$ cat config.mk
export PLATFORM = sky130hd
export DESIGN_NAME = freelist
export DESIGN_NICKNAME = d
export VERILOG_FILES = /design/src/rtl/freelist.sv
export SDC_FILE = /design/constraint.sdc
export NUM_CORES = 1
export LEC_CHECK = 0
export BUFFER_PORTS_ARGS = -buffer_cell sky130_fd_sc_hd__clkbuf_2
export CAP_MARGIN = 20
export CELL_PAD_IN_SITES_DETAIL_PLACEMENT = 1
export CELL_PAD_IN_SITES_GLOBAL_PLACEMENT = 1
export CORE_AREA = 5 5 196 198
export CTS_CLUSTER_DIAMETER = 40
export DETAILED_ROUTE_END_ITERATION = 8
export DIE_AREA = 0 0 201 203
export GPL_TIMING_DRIVEN = 0
export PLACE_DENSITY_LB_ADDON = 0.1
export SLEW_MARGIN = 20
export SYNTH_ARGS = -nofsm -noshare
export SYNTH_HDL_FRONTEND = slang
export SYNTH_SLANG_ARGS = --single-unit
$ cat constraint.sdc
create_clock -name clock -period 14.57 [get_ports clock]
set_input_delay 3.6425 -clock clock [delete_from_list [all_inputs] [get_ports clock]]
set_output_delay 3.6425 -clock clock [all_outputs]
set_load 0.1 [all_outputs]
$ cat src/rtl/freelist.sv
`timescale 1ns/1ps
`default_nettype none
// +--------------------------------------------------------------------------+
// | freelist : rename-stage physical register free list (circular queue)      |
// | Rev 1.0                                                                   |
// +--------------------------------------------------------------------------+
module freelist #(
  parameter int NUM_PREG = 64,
  parameter int NUM_LREG = 32,
  parameter int DEPTH    = NUM_PREG - NUM_LREG,
  parameter int PTR_W    = $clog2(DEPTH) + 1
) (
  input  logic                        clock,
  input  logic                        reset,
  input  logic                        instr0_freelist_req,
  output logic [$clog2(NUM_PREG)-1:0] instr0_freelist_resp,
  input  logic                        instr1_freelist_req,
  output logic [$clog2(NUM_PREG)-1:0] instr1_freelist_resp,
  output logic                        freelist_stall,
  input  logic                        commit0_valid,
  input  logic                        commit0_need_to_wb,
  input  logic [$clog2(NUM_PREG)-1:0] commit0_old_prd,
  input  logic                        commit1_valid,
  input  logic                        commit1_need_to_wb,
  input  logic [$clog2(NUM_PREG)-1:0] commit1_old_prd,
  input  logic                        flush_valid,
  output logic [PTR_W-1:0]            free_count
);

  localparam int PREG_W = $clog2(NUM_PREG);
  localparam int IDX_W  = PTR_W - 1;

  logic [PREG_W-1:0] queue_q [DEPTH];
  logic [PTR_W-1:0]  head_q, head_d;
  logic [PTR_W-1:0]  arch_head_q, arch_head_d;
  logic [PTR_W-1:0]  tail_q, tail_d;

  logic              w_rel0, w_rel1;
  logic [1:0]        w_rel_cnt;
  logic [1:0]        w_req_cnt;
  logic [1:0]        w_alloc_cnt;
  logic [IDX_W-1:0]  w_head_idx1;
  logic [IDX_W-1:0]  w_tail_idx0, w_tail_idx1;
  logic [PTR_W:0]    w_fc_next;

  assign free_count     = tail_q - head_q;
  assign freelist_stall = (free_count < PTR_W'(2));

  assign w_head_idx1          = head_q[IDX_W-1:0] + IDX_W'(instr0_freelist_req);
  assign instr0_freelist_resp = queue_q[head_q[IDX_W-1:0]];
  assign instr1_freelist_resp = queue_q[w_head_idx1];

  assign w_rel0    = commit0_valid & commit0_need_to_wb;
  assign w_rel1    = commit1_valid & commit1_need_to_wb;
  assign w_rel_cnt = {1'b0, w_rel0} + {1'b0, w_rel1};

  assign w_tail_idx0 = tail_q[IDX_W-1:0];
  assign w_tail_idx1 = tail_q[IDX_W-1:0] + IDX_W'(w_rel0);

  // Requests are ignored on flush and clipped so head can never pass tail.
  always_comb begin
    w_req_cnt   = flush_valid ? 2'd0
                              : ({1'b0, instr0_freelist_req} + {1'b0, instr1_freelist_req});
    w_alloc_cnt = w_req_cnt;
    if (free_count < PTR_W'(w_req_cnt)) begin
      w_alloc_cnt = free_count[1:0];
    end
  end

  always_comb begin
    tail_d      = tail_q + PTR_W'(w_rel_cnt);
    arch_head_d = arch_head_q + PTR_W'(w_rel_cnt);
    head_d      = head_q + PTR_W'(w_alloc_cnt);
    if (flush_valid) begin
      head_d = arch_head_d;
    end
  end

  assign w_fc_next = {1'b0, free_count} - (PTR_W+1)'(w_alloc_cnt) + (PTR_W+1)'(w_rel_cnt);

  always_ff @(posedge clock or posedge reset) begin
    if (reset) begin
      head_q      <= '0;
      arch_head_q <= '0;
      tail_q      <= {1'b1, {IDX_W{1'b0}}};
      for (int i = 0; i < DEPTH; i++) begin
        queue_q[i] <= PREG_W'(NUM_LREG + i);
      end
    end else begin
      head_q      <= head_d;
      arch_head_q <= arch_head_d;
      tail_q      <= tail_d;
      if (w_rel0) begin
        queue_q[w_tail_idx0] <= commit0_old_prd;
      end
      if (w_rel1) begin
        queue_q[w_tail_idx1] <= commit1_old_prd;
      end
    end
  end

`ifndef SYNTHESIS
  always @(posedge clock) begin
    if (!reset) begin
      assert (!(freelist_stall && !flush_valid && (instr0_freelist_req || instr1_freelist_req)))
        else $error("freelist: allocation request while stalled");
      assert (w_fc_next <= (PTR_W+1)'(DEPTH))
        else $error("freelist: release overflows the queue");
    end
  end
`endif

endmodule
`default_nettype wire

# ---- Yosys cells after proc, flatten, opt, wreduce, memory -nomap -nowiden
# Cells that the tools add are included.
dict set report totals {
  in_bits 21
  reg_bits 210
  elab_cells 76
  output_inout_bits 19
}
dict set report op_classes {
  mux 17
  n_bitwise 6
  add_sub_neg 8
  n_lt_le_gt_ge 8
  n_reduce_logical 2
}
# op count
set op_table {}
lappend op_table {{$bwmux W192} 2}
lappend op_table {{$mux W192} 2}
lappend op_table {{$bmux W6 S5} 2}
lappend op_table {{$demux W6 S5} 2}
lappend op_table {{$mux W6} 7}
lappend op_table {{$ge A6 B6 Y1 const B} 4}
lappend op_table {{$not A5 Y6} 4}
lappend op_table {{$add A6 B2 Y6} 3}
lappend op_table {{$lt A6 B1 Y1 const B} 2}
lappend op_table {{$add A5 B1 Y5} 2}
lappend op_table {{$lt A6 B2 Y1} 1}
lappend op_table {{$lt A6 B2 Y1 const B} 1}
lappend op_table {{$sub A6 B6 Y6} 1}
lappend op_table {{$add A1 B1 Y2} 2}
lappend op_table {{$mux W2} 2}
lappend op_table {{$and A1 B1 Y1} 2}
lappend op_table {{$logic_and A1 B1 Y1} 2}

# ---- Depth between registers and ports, before layout
dict set report logic_depth {
  word_depth 9
  mapped_depth 15
}

# ---- Worst setup path before layout
# No wires, ideal clock.
dict set report synth_path {
  path_kind {input to output}
  from {input port instr0_freelist_req}
  to {output port instr1_freelist_resp[1]}
  cell_stages 7
  required_time_ns 10.927
  n_path_buf 2
  setup_slack_ns 3.546
  arrival_time_ns 7.381
  cell_sequence {ha_1 > ha_1 > buf_2 > clkbuf_1 > mux4_2 > mux2i_1 > a211oi_1}
}
dict set report synth_between {
  elab_chain_len 5
}
# element line_no
set synth_rtl {}
lappend synth_rtl {{from (decl)} 15} ;# input logic instr0_freelist_req,
lappend synth_rtl {{$add A5 B1 Y5} 49} ;# assign w_head_idx1 = head_q[IDX_W-1:0] + IDX_W'(instr0_freelist_req);
lappend synth_rtl {{$not A5 Y6 (not written as such)} 51} ;# assign instr1_freelist_resp = queue_q[w_head_idx1];
lappend synth_rtl {{$bmux W6 S5} 51}
lappend synth_rtl {{$mux W6 (not written as such) (2 in series)} 51}
lappend synth_rtl {{to (decl)} 18} ;# output logic [$clog2(NUM_PREG)-1:0] instr1_freelist_resp,
# No other way between the ends. The select of a mux whose other input is x is not followed.

# ---- Worst setup path in the final report
dict set report layout_path {
  from {input port instr0_freelist_req}
  to {output port instr1_freelist_resp[4]}
}
# Same word-level chain as after synthesis.

==> out/summary.txt <==
=================================================================================================================
Post-CTS Setup Bufs ................................................................................            0
Total clock sinks ..................................................................................          210
Mean post-synth cell area ..........................................................................     11.4 µm²
Worst slew margin ..................................................................................        29.4%
Time the final worst path needs with I/O delays and setup ..........................................     10.89 ns
Portion of netlist area occupied by mux cells ......................................................        40.1%
Complex-gate fraction of the synthesized area ......................................................        6.59%
Placement row count ................................................................................           70
First-pass iteration count of the detailed router ..................................................            5
Total number of vias ...............................................................................        11.2k
Layout Skew ........................................................................................    0.0342 ns
Die width ..........................................................................................       201 µm
Maximum fanout along the worst path ................................................................           10
Max Slew Vio Count .................................................................................            0
Dominant combinational cell family by area after synthesis ......................................... multiplexers
Worst min path class ...............................................................................      reg2reg
Syn Std Cell Area ..................................................................................    14400 µm²
Clock transition at path regs ......................................................................      0.04 ns
Quantity of I/O buffers inserted on ports ..........................................................           39
Buffer cell driving the clock tree root ............................................................ sky130_fd_sc_hd__clkbuf_16
Gate count after technology mapping ................................................................         1265
Die Footprint ......................................................................................    40800 µm²
Fraction of synthesized cell area in xor and xnor cells ............................................        1.15%
Count of H-tree levels built during CTS ............................................................            2
Share of the yosys chip area belonging to registers ................................................        37.4%
Tcrit/Tclk final ...................................................................................        74.7%
Result of the run .................................................................................. finished, final reports clean
GR Util All Layers .................................................................................        27.4%
DRC ................................................................................................            0
Largest net degree at the start of global routing ..................................................           90
Number of global-route vias before repair ..........................................................        11.6k
Effective utilization at floorplan .................................................................        39.7%
Highest clock rate .................................................................................     91.8 MHz
Residual overflow from global routing ..............................................................            0
Fraction of final layout cells with drive strength greater than 1 ..................................        43.8%
Die span in y ......................................................................................       203 µm
Total detailed-routing wirelength ..................................................................     56200 µm
Total half-perimeter wirelength after legalization and detailed placement ..........................     41400 µm
Clock tree from TritonCTS ..........................................................................        built
Wire length of the first global-routing pass .......................................................     82300 µm
Number of nets with antenna violations after detailed routing ......................................            0
Critical path required time ........................................................................     10.93 ns
Simple-gate portion of the synthesized area ........................................................        9.26%
Final hold violation count .........................................................................            0
RD Place Congestion ................................................................................        0.925
Number of gates resized after cts ..................................................................            0
Arithmetic-cell share of the synthesized area counting full adders, half adders and majority gates .        2.12%
Startpoint Class ...................................................................................   input port
Clock network latency to the later pin of the worst-skew pair ......................................      0.59 ns
Class of the most critical setup path ..............................................................       in2out
Routed wirelength normalized by instance count .....................................................      30.1 µm
Iteration-0 DRC count of the detailed router .......................................................          961
Warning count from the yosys run ...................................................................            0
Cts-stage hold buffer count ........................................................................            0
Top cells by area, synth ........................................................................... sky130_fd_sc_hd__dfstp_2 21%, sky130_fd_sc_hd__mux2_2 18%, sky130_fd_sc_hd__dfrtp_1 17%
Number of vias per cell after detailed routing .....................................................         5.98
Number of nets in the final layout .................................................................         1400
Reported max-cap violation count ...................................................................            0
Data arrival at the endpoint of the critical path ..................................................      7.25 ns
Layout Area Growth over Synthesis ..................................................................        17.9%
Final setup viols ..................................................................................            0
Antenna violations before repair ...................................................................            1
Filler instances ...................................................................................         3863
Number of flip-flops and latches in the synthesized netlist ........................................          210
Number of unique standard cell types used by synthesis .............................................           50
Setup TNS after final layout .......................................................................         0 ns
Number of top-level design ports ...................................................................           40
Number of CTS-inserted buffers .....................................................................           49
Buffers from clock root to sink, at most ...........................................................            3
Number of nets in the synthesized netlist ..........................................................         1308
Count of inserted antenna diode cells ..............................................................            0
Worst slew pin tran ................................................................................      1.06 ns
Endpoint type of the worst setup path .............................................................. primary output
Area leader, netlist ............................................................................... sky130_fd_sc_hd__dfstp_2
Setup repair after global routing missed its margin ................................................        false
Top-area cell type share of the netlist area .......................................................        20.6%
Area of the core region ............................................................................    36300 µm²
=================================================================================================================
## cells in the final DEF, fill, tap and decap left out, types with 19 or more instances in the layout
cell type and instances:
sky130_fd_sc_hd__mux2i_1 138, sky130_fd_sc_hd__nand3_1 27, sky130_fd_sc_hd__mux2_2 234, sky130_fd_sc_hd__mux4_2 78, sky130_fd_sc_hd__a22oi_1 19, sky130_fd_sc_hd__clkbuf_2 39, sky130_fd_sc_hd__o21ai_0 27, sky130_fd_sc_hd__clkbuf_16 50
sky130_fd_sc_hd__nor2_1 116, sky130_fd_sc_hd__dfstp_2 113, sky130_fd_sc_hd__dfrtp_1 97, sky130_fd_sc_hd__a21oi_1 66, sky130_fd_sc_hd__clkbuf_1 65, sky130_fd_sc_hd__buf_2 20, sky130_fd_sc_hd__nand2_1 74
## metrics by stage
step           std cells  hold WS [ns]  cell area [µm²]  utilization, %  worst slack (ns)
4_1_cts             1866         0.470            17000            46.8              3.86
2_1_floorplan       1265         0.432            14400               -              3.55
3_5_place_dp        1774         0.457            15300            42.0              3.86
3_3_place_gp        1772         0.462            15200            41.8              2.12
6_report            1866         0.466            17000            46.8              3.68
5_1_grt             1866         0.482            17000            46.8              3.56
## critical path, stage by stage
cell and delay (ns):
sky130_fd_sc_hd__clkbuf_2 0.12, sky130_fd_sc_hd__ha_1 0.26, sky130_fd_sc_hd__ha_1 0.31, sky130_fd_sc_hd__xor2_1 0.78, sky130_fd_sc_hd__buf_2 0.46, sky130_fd_sc_hd__nor2_1 0.09, sky130_fd_sc_hd__nor2_1 0.27, sky130_fd_sc_hd__o22ai_1 0.18
sky130_fd_sc_hd__a211oi_1 0.57, sky130_fd_sc_hd__clkbuf_2 0.56
## sequential cells by signal (all words and copies together), names as in the netlist
signal and cells:
queue_q 192, arch_head_q 6, head_q 6, tail_q 6
## logic make-up after synthesis
family,after synthesis
multiplexers,451
AND/OR/NAND/NOR,296
flip-flops,210
AO/OA/AOI/OAI,154
buffers and inverters,113
adder cells (fa/ha/maj),22
XOR/XNOR,19
## layout make-up
type                    count  area, µm²  share of cell area [%]
multi-input cells         942       8540                    50.2
well taps                 468        586                    3.44
flip-flops and latches    210       5400                    31.7
plain buffers              92        412                    2.42
clock buffers              59       1350                    7.91
inverters                  21       86.3                   0.508
clock inverters            33        393                    2.31
repair buffers             41        250                    1.47
## routing by layer
metal | vias up | GRT usage, % | routed length, µm
li1 | 4861 | - | -
met1 | 5837 | 38.7 | 25300
met2 | 366 | 42.5 | 25400
met3 | 93 | 5.65 | 3740
met4 | 0 | 8.26 | 1750
met5 | - | 0 | 0
## final timing paths
kind / start / to / slack [ns] / cells past startpoint
min in group asynchronous: reset / queue_q[184] / 3.03 / 2
max in group asynchronous: reset / queue_q[12] / 10.72 / 3
max reg2reg: head_q[2] / head_q[5] / 10.33 / 14
min: arch_head_q[5] / arch_head_q[5] / 0.47 / 1
min reg2reg: arch_head_q[5] / arch_head_q[5] / 0.47 / 1
max: instr0_freelist_req / instr1_freelist_resp[4] / 3.68 / 10
## synth_stat cells, drive strengths merged
cell type,number
o22ai,8
or3,5
a2bb2o,1
inv,20
a211oi,13
o21ai,27
buf,30
or2,1
a21bo,2
nor2,134
a21o,4
xor2,8
nor3b,3
nand3b,4
ha,18
a31oi,1
nor2b,3
a21boi,1
mux2,235
xnor2,11
a31o,1
a22oi,21
clkbuf,62
o2bb2ai,1
a21oi,66
clkinv,1
nand3,27
mux4,78
nor3,18
and2b,2
nand2b,10
fa,4
mux2i,138
nand2,74
nand4,3
o211ai,5
a32oi,2
and2,12
dfrtp,97
dfstp,113
o21bai,1
Power is left out: the tool's default activity adds up to more than one toggle a clock period on the data nets, which glitch-free logic cannot reach.
